`config.mk`:
```
export PLATFORM = sky130hd
export DESIGN_NAME = morse_keyer
export DESIGN_NICKNAME = d
export VERILOG_FILES = /design/src/rtl/morse_pkg.sv /design/src/rtl/unit_timer.sv /design/src/rtl/morse_keyer.sv
export SDC_FILE = /design/constraint.sdc
export NUM_CORES = 1
export LEC_CHECK = 0
export BUFFER_PORTS_ARGS = -buffer_cell sky130_fd_sc_hd__buf_2
export CAP_MARGIN = 20
export CORE_ASPECT_RATIO = 0.6
export CORE_MARGIN = 2
export CORE_UTILIZATION = 58
export DETAILED_ROUTE_END_ITERATION = 10
export PLACE_DENSITY_LB_ADDON = 0.05
export SYNTH_ARGS = -nofsm -noshare
export SYNTH_HDL_FRONTEND = slang
export SYNTH_SLANG_ARGS = --single-unit
export TNS_END_PERCENT = 50
```
`constraint.sdc`:
```
create_clock -name clk -period 12.6 [get_ports clk]
set_input_delay 0.63 -clock clk [delete_from_list [all_inputs] [get_ports clk]]
set_output_delay 0.63 -clock clk [all_outputs]
set_load 0.03 [all_outputs]
```
`src/rtl/morse_pkg.sv`:
```
// Shared constants for the Morse keyer: state codes, code-word field layout,
// unit multipliers and the element-count clamp.
package morse_pkg;

  typedef logic [2:0] state_t;

  localparam state_t S_IDLE = 3'd0;
  localparam state_t S_MARK = 3'd1;
  localparam state_t S_GAP  = 3'd2;
  localparam state_t S_CGAP = 3'd3;
  localparam state_t S_WGAP = 3'd4;
  localparam state_t S_DONE = 3'd5;

  localparam int LEN_MSB  = 7;
  localparam int LEN_LSB  = 5;
  localparam int ELEM_MSB = 4;
  localparam int MAX_LEN  = 5;

  localparam logic [2:0] DOT_UNITS  = 3'd1;
  localparam logic [2:0] DASH_UNITS = 3'd3;
  localparam logic [2:0] GAP_UNITS  = 3'd1;
  localparam logic [2:0] CGAP_UNITS = 3'd3;
  localparam logic [2:0] WGAP_UNITS = 3'd4;

  typedef struct packed {
    logic [LEN_MSB-LEN_LSB:0] len;
    logic [ELEM_MSB:0]        elems;
  } code_t;

  // Lengths 6 and 7 cannot be encoded in five element bits, so treat them as 5.
  function automatic logic [2:0] clamp_len(input logic [2:0] len);
    return (len > 3'(MAX_LEN)) ? 3'(MAX_LEN) : len;
  endfunction

endpackage

```
`src/rtl/unit_timer.sv`:
```
// Loadable down-counter timing N Morse units; expire pulses for one cycle in
// the last cycle of the loaded period.
module unit_timer #(
  parameter int UNIT_CYCLES = 6000000
) (
  input  logic       clk,
  input  logic       rst,
  input  logic       load,
  input  logic [2:0] units,
  output logic       expire
);

  localparam int W = $clog2(4 * UNIT_CYCLES);

  logic [W-1:0] count_reg;
  logic         run_reg;
  logic [W-1:0] load_val;

  assign load_val = W'(units) * W'(UNIT_CYCLES) - W'(1);

  always_ff @(posedge clk) begin
    if (rst) begin
      count_reg <= '0;
      run_reg   <= 1'b0;
    end else if (load) begin
      count_reg <= load_val;
      run_reg   <= 1'b1;
    end else if (run_reg) begin
      if (count_reg == '0) begin
        run_reg <= 1'b0;
      end else begin
        count_reg <= count_reg - W'(1);
      end
    end
  end

  // run_reg gates the pulse so an idle counter parked at zero stays quiet.
  assign expire = run_reg && (count_reg == '0);

endmodule

```
`src/rtl/morse_keyer.sv`:
```
// Paces one Morse code word per tx_rdy/tx_done handshake onto key_out.
// Optional sidetone output enabled by defining MORSE_KEYER_SIDETONE_EN.
module morse_keyer
  import morse_pkg::*;
#(
  parameter int UNIT_CYCLES = 6000000
`ifdef MORSE_KEYER_SIDETONE_EN
  ,
  parameter int TONE_HALF_CYCLES = 50000
`endif
) (
  input  logic       clk,
  input  logic       rst,
  input  logic [7:0] code_in,
  input  logic       tx_rdy,
  output logic       tx_done,
  output logic       key_out,
  output logic       busy
`ifdef MORSE_KEYER_SIDETONE_EN
  ,
  output logic       tone_out
`endif
);

  state_t     state_reg, state_next;
  logic [4:0] shift_reg, shift_next;
  logic [2:0] elems_reg, elems_next;
  logic       key_next, done_next, busy_next;
  logic       load, expire;
  logic [2:0] units;
  code_t      cw;
  logic [2:0] len_in;

  assign cw     = code_t'(code_in);
  assign len_in = clamp_len(cw.len);

  unit_timer #(.UNIT_CYCLES(UNIT_CYCLES)) timer (
    .clk    (clk),
    .rst    (rst),
    .load   (load),
    .units  (units),
    .expire (expire)
  );

  // The timer is reloaded on the same edge the state changes, so phases abut
  // with no idle cycle between them.
  always_comb begin
    state_next = state_reg;
    shift_next = shift_reg;
    elems_next = elems_reg;
    key_next   = key_out;
    done_next  = 1'b0;
    busy_next  = busy;
    load       = 1'b0;
    units      = DOT_UNITS;
    case (state_reg)
      S_IDLE: begin
        if (tx_rdy) begin
          load       = 1'b1;
          shift_next = cw.elems;
          elems_next = len_in;
          busy_next  = 1'b1;
          if (len_in == 3'd0) begin
            state_next = S_WGAP;
            units      = WGAP_UNITS;
          end else begin
            state_next = S_MARK;
            key_next   = 1'b1;
            units      = cw.elems[ELEM_MSB] ? DASH_UNITS : DOT_UNITS;
          end
        end
      end
      S_MARK: begin
        if (expire) begin
          key_next   = 1'b0;
          elems_next = elems_reg - 3'd1;
          load       = 1'b1;
          if (elems_reg > 3'd1) begin
            state_next = S_GAP;
            units      = GAP_UNITS;
          end else begin
            state_next = S_CGAP;
            units      = CGAP_UNITS;
          end
        end
      end
      S_GAP: begin
        if (expire) begin
          shift_next = shift_reg << 1;
          key_next   = 1'b1;
          load       = 1'b1;
          state_next = S_MARK;
          units      = shift_reg[ELEM_MSB-1] ? DASH_UNITS : DOT_UNITS;
        end
      end
      S_CGAP, S_WGAP: begin
        if (expire) begin
          state_next = S_DONE;
          done_next  = 1'b1;
        end
      end
      S_DONE: begin
        state_next = S_IDLE;
        busy_next  = 1'b0;
      end
      default: begin
        state_next = S_IDLE;
        key_next   = 1'b0;
        busy_next  = 1'b0;
      end
    endcase
  end

  always_ff @(posedge clk) begin
    if (rst) begin
      state_reg <= S_IDLE;
      shift_reg <= '0;
      elems_reg <= '0;
      key_out   <= 1'b0;
      tx_done   <= 1'b0;
      busy      <= 1'b0;
    end else begin
      state_reg <= state_next;
      shift_reg <= shift_next;
      elems_reg <= elems_next;
      key_out   <= key_next;
      tx_done   <= done_next;
      busy      <= busy_next;
    end
  end

`ifdef MORSE_KEYER_SIDETONE_EN
  localparam int TW = (TONE_HALF_CYCLES > 1) ? $clog2(TONE_HALF_CYCLES) : 1;

  logic [TW-1:0] tone_cnt_reg;

  // Follows key_next so the tone drops on the same edge as the key line.
  always_ff @(posedge clk) begin
    if (rst || !key_next) begin
      tone_cnt_reg <= '0;
      tone_out     <= 1'b0;
    end else if (!key_out) begin
      tone_cnt_reg <= '0;
    end else if (tone_cnt_reg == TW'(TONE_HALF_CYCLES - 1)) begin
      tone_cnt_reg <= '0;
      tone_out     <= ~tone_out;
    end else begin
      tone_cnt_reg <= tone_cnt_reg + TW'(1);
    end
  end
`endif

endmodule

```
### Yosys cells after proc, flatten, opt, wreduce, memory -nomap -nowiden

Index checks and enable logic that the tools add are counted.

* word-level logic and storage cells: 84
* register bits: 39

* multipliers: 1
* magnitude comparators: 2
* reduce and logical (&&, ||, !) cells: 18
* multiplexer cells: 38
* equality and inequality tests: 11
* $add $sub $neg: 3
* bitwise logic cells: 3

Operators with widths (number)
* two-way mux 25 bit: 3
* subtractor 25 x 1 -> 25 bit (second input constant): 2
* two-way mux 3 bit: 10
* zero test 25 bit: 1
* multiplier 3 x 16 -> 18 bit (second input constant): 1
* != test 2 bit (second input constant): 6
* case mux 3 bit (4 select lines): 1
* two-way mux 1 bit: 11
* two-way mux 2 bit: 5
* case mux 3 bit (3 select lines): 1
* two-way mux 4 bit: 2
* case mux 4 bit (2 select lines): 1
* equality test 3 x 2 -> 1 bit (second input constant): 2
* equality test 3 bit (second input constant): 2
* zero test 3 bit: 2
* case mux 3 bit (2 select lines): 1
* AND reduction 3 bit: 2
* nonzero test 2 bit: 3
* OR reduction 2 bit: 3
* AND reduction 5 bit: 1
* case mux 1 bit (2 select lines): 2
* case mux 1 bit (4 select lines): 1
* AND reduction 2 bit: 2
* AND reduction 4 bit: 1
* 8 further kinds: 10

### Longest topological paths before layout

* word-level depth: 9
* mapped depth: 17
* mapped depth without buffers: 17

### Hierarchy

From an unflattened synthesis, not the netlist that was laid out.

* cell total of the unflattened synthesis: 391
* area total of the unflattened synthesis: 3256.9 µm²

Modules (own cells, without submodules)
* unit_timer: instances 1, cells each 287, area an instance 2372.3 µm²
* morse_keyer: instances 1, cells each 104, area an instance 884.6 µm²

### Least setup slack after synthesis

Ideal clock, no wire load.

* path kind: reg2reg
* start: reg timer.count_reg[17]
* end: reg timer.count_reg[23]
* slack: 7.389 ns
* arrival: 5.125 ns
* library setup time: 0.086 ns
* path buffers: 2
* stages on the path, launching flop included: 17
* path through: dfxtp_1 -> or4_4 -> or4_4 -> buf_6 -> or3_4 -> o31ai_4 -> ha_1 -> ha_1 -> clkbuf_1 -> inv_1 -> fa_1 -> and3b_1 -> or3_4 -> a2111oi_1 -> nand4_1 -> xnor2_1 -> a211oi_1

* cells in the longest elaborated chain, start to end: 7
* elaborated cells on any way between the ends: 16
* those cells by class: 2 x add/sub; 1 x mul; 1 x eq/ne; 8 x mux; 4 x reduce/logical

RTL lines
* from (decl): line unit_timer.sv:15 `logic [W-1:0] count_reg;`
* from (signal assigned): line unit_timer.sv:26 `count_reg <= load_val;`
* from (signal assigned): line unit_timer.sv:32 `count_reg <= count_reg - W'(1);`
* zero test 25 bit: line unit_timer.sv:29, unit_timer.sv:38
* logical AND 1 bit: line unit_timer.sv:38 `assign expire = run_reg && (count_reg == '0);`
* two-way mux 2 bit (on tied branches): line morse_keyer.sv:88, morse_keyer.sv:74
* case mux 3 bit (3 select lines): line morse_keyer.sv:56 `case (state_reg)`
* multiplier 3 x 16 -> 18 bit: line unit_timer.sv:19 `assign load_val = W'(units) * W'(UNIT_CYCLES) - W'(1);`
* subtractor 25 x 1 -> 25 bit: line unit_timer.sv:19
* two-way mux 25 bit: line unit_timer.sv:25 `end else if (load) begin`

Several ways; a longest one is shown, not always the timed one. The select of a mux whose other input is x is not followed.
A chain may end at the register's enable or synchronous reset.

### Final worst setup path

* start: reg timer.count_reg[2]
* end: reg timer.count_reg[18]

The elaborated chain is that of the path after synthesis.

==> metrics.md <==
| Metric | Value |
|---|---|
| Cells after synthesis | 404 |
| Global-route wire length before repair | 13320 um |
| Sequential power share | 42.7% |
| Max_cap viols | 0 |
| CP Cell Sequence | nor4_2, nand3b_1, or3_4, o31ai_4, ha_1, ha_1, inv_1, fa_1, nor4bb_1, o211ai_1, a2111oi_2, a21boi_0, a211o_1, a21oi_1 |
| Total number of vias | 2942 |
| Clk_lat worst skew | 0.29 ns |
| Clock-pin transition on the worst setup and hold timing paths | 0.08 ns |
| Filler cell count | 499 |
| Dpl cell area | 3327 um2 |
| Final GP Congestion | 0.9076 |
| Main synth FF type | dfxtp_1 |
| Final core utilization | 62.41% |
| Final Max Tran Viols | 0 |
| Yosys warns | 0 |
| CP peak stage delay | 0.63 ns |
| Slowest cell on the critical path | nor4_2 |
| Reg2Reg Setup Slack | 6.96 ns |
| Post-Layout Cell Count | 476 |
| CTS buffer count | 5 |
| CP endpoint kind | flip-flop |
| Setup Buffers After CTS | 0 |
| Clock Path Buffers | 2 |
| Final Cell Area | 3427 um2 |
| TNS Setup | 0 ns |
| Ports | 14 |
| Core area | 5492 um2 |
| Synth unique cells | 69 |
| Worst path most repeated cell | ha_1 |
| H-tree Lvls | 2 |
| Mean Syn Cell Area | 8.083 um2 |
| Leak Pwr | 1.264 nW |
| Initial antenna violation count | 0 |
| Ant diodes | 0 |
| Required time worst endpoint | 12.82 ns |
| Startpoint types | flip-flop |
| Final setup violation count | 0 |
| Die area | 6267 um2 |
| Fin. Hold Viols | 0 |
| Drt via density | 6.181 |
| Pin count of the biggest net entering global routing | 40 |
| Area Overhead vs Synth | 4.943% |
| Chip Height | 62.13 um |
| Total global-route track usage | 26.19% |
| Nets | 438 |
| Routed WL | 7820 um |
| Sequential area share after synthesis | 23.91% |
| CP delay by family, top | simple AND/OR/NAND/NOR gates |
| Combinational Power Share | 33.9% |
| Post-route total power | 0.3619 mW |
| Max reg flops | 25 |
| Crit Path Class | reg -> reg |
| Post-CTS sizing | 0 |
| Crit path max fanout | 9 |
| Post-route worst setup slack | 6.960 ns |
| Area of the mapped netlist | 3266 um2 |
| Number of DRC markers in iteration 0 | 190 |
| CTS Sinks | 39 |
| PD cells | 105.6 nW/um2 |
| Clock power frac | 23.3% |
| Final Skew | 0.009372 ns |
| Rows | 21 |
| Pre-Repair DR Iteration Count | 5 |
| Arr. time, crit path | 5.86 ns |
| Hold buffers post-CTS | 0 |
| Final worst-path cycle share | 44.76% |
| FMAX | 177.3 MHz |
| Async set or reset register ratio after synthesis | 0% |
| Max_slew headroom | 34.16% |
| Hpwl dp | 5891 um |
| Worst-Margin Slew | 0.9852 ns |
| EDFF count, synth | 0 |
| Switching pwr | 0.1355 mW |
| Grt total ovfl | 0 |
| Post-route ant nets | 0 |
| DRC viols | 0 |
| Port Buffers | 13 |
| Wirelength per Cell | 16.43 um |
| Min Tclk post-route | 5.640 ns |
| Initial core utilization | 59.47% |
| Hold Slack | 0.4762 ns |
| Dpl cells | 467 |
| #FFs+latches synth | 39 |
| Crit path buffers/inverters | 1 |
| CTS tree | done |
| Share of layout cells above drive strength 1 | 11.79% |
| P_int | 0.2264 mW |
| Clock Root Buffer | clkbuf_8 |
| Worst Hold Class | reg -> reg |
| Sw Share | 37.43% |
| RSZ-0062 raised after global routing | no |
| Post-synth net total | 436 |
| Die X | 100.9 um |
| Pre-CTS setup slack | 6.988 ns |
| Max rail drop VDD | 0.00006183 V |
| Status | complete, no violations |
| Vias in the first global route | 2713 |
-- power by group through the flow --
stage	clock network (mW)	logic [mW]	registers, mW
floorplan	0	0.0982	0.152
global placement	0	0.119	0.156
detailed placement	0	0.119	0.157
CTS	0.0855	0.120	0.154
global route	0.0902	0.137	0.157
finish	0.0845	0.123	0.155
-- kinds of logic after synthesis --
group / share of synthesized area (%)
buffers and inverters: 5.517
adder cells (fa/ha/maj): 9.195
flip-flops: 23.91
multiplexers: 1.609
XOR/XNOR: 8.314
AO/OA/AOI/OAI: 22.45
AND/OR/NAND/NOR: 29.00
-- cells in the mapped netlist, types with 4 or more instances --
cell	count	area, um2
nand3b_1	4	30.03
xor2_1	11	96.34
clkbuf_1	15	56.30
nand4_1	5	31.28
a211oi_1	14	105.1
nand2_1	26	97.59
o211ai_1	6	45.04
nor3_1	18	90.09
nor2_1	32	120.1
nand2b_1	9	56.30
inv_1	19	71.32
nor4_1	6	37.54
nor2b_1	5	31.28
o32ai_1	4	35.03
nand3_1	11	55.05
a311oi_1	4	35.03
and3_1	4	25.02
o21ai_0	11	55.05
nor3b_1	4	30.03
a21oi_1	33	165.2
ha_1	16	200.2
or4_1	5	37.54
fa_1	5	100.1
dfxtp_1	39	780.8
o21a_1	4	30.03
xnor2_1	20	175.2
or3_1	7	43.79
-- worst reg2reg max path, cell delays in order, from the launching register on --
cell	delay, ns
dfxtp_1	0.36
nor4_2	0.63
nand3b_1	0.43
or3_4	0.54
o31ai_4	0.48
ha_1	0.29
ha_1	0.33
inv_1	0.12
fa_1	0.55
nor4bb_1	0.46
o211ai_1	0.17
a2111oi_2	0.56
a21boi_0	0.19
a211o_1	0.32
a21oi_1	0.14
-- path summary, 6_finish.rpt --
check,depth (start not counted),endpoint,start
worst max-delay path,14,timer.count_reg[18],timer.count_reg[2]
worst min-delay path,2,shift_reg[0],shift_reg[0]
worst max register to register,14,timer.count_reg[18],timer.count_reg[2]
worst min register to register,2,shift_reg[0],shift_reg[0]
-- layer usage --
| layer | global-route usage [%] | wire length, um | vias up | part of all wire (%) |
|---|---|---|---|---|
| li1 | - | - | 1485 | - |
| met1 | 42.78 | 4185 | 1367 | 54 |
| met2 | 35.33 | 3096 | 88 | 40 |
| met3 | 5.293 | 530 | 2 | 6.8 |
| met4 | 3.938 | 8 | 0 | 0.10 |
| met5 | 0 | 0 | - | 0 |
-- placed cells by master, fill, tap and decap left out, types with 5 or more instances in the layout --
cell type  Yosys  routed
dfxtp_1       39      39
or4_1          5       5
ha_1          16      16
nor2b_1        5       5
a21oi_1       33      33
or3_1          7       7
o211ai_1       6       6
nor3_1        18      18
clkbuf_8       0       5
buf_2          3      13
xor2_1        11      11
fa_1           5       5
nand3_1       11      11
nand2_1       26      26
nand2b_1       9       9
o21ai_0       11      11
nor4_1         6       6
xnor2_1       20      20
nand4_1        5       5
nor2_1        32      32
inv_1         19      19
a211oi_1      14      14
-- cell type report --
type | instances | area [um2] | area share [%]
Clock buffer | 6 | 72.57 | 2.118
Timing Repair Buffer | 16 | 95.09 | 2.775
Sequential cell | 39 | 780.7 | 22.78
Inverter | 20 | 75.07 | 2.191
Tap cell | 69 | 86.33 | 2.519
Multi-Input combinational cell | 324 | 2305 | 67.25
Clock inverter | 2 | 12.51 | 0.3651
(Power assumes the default switching activity.)
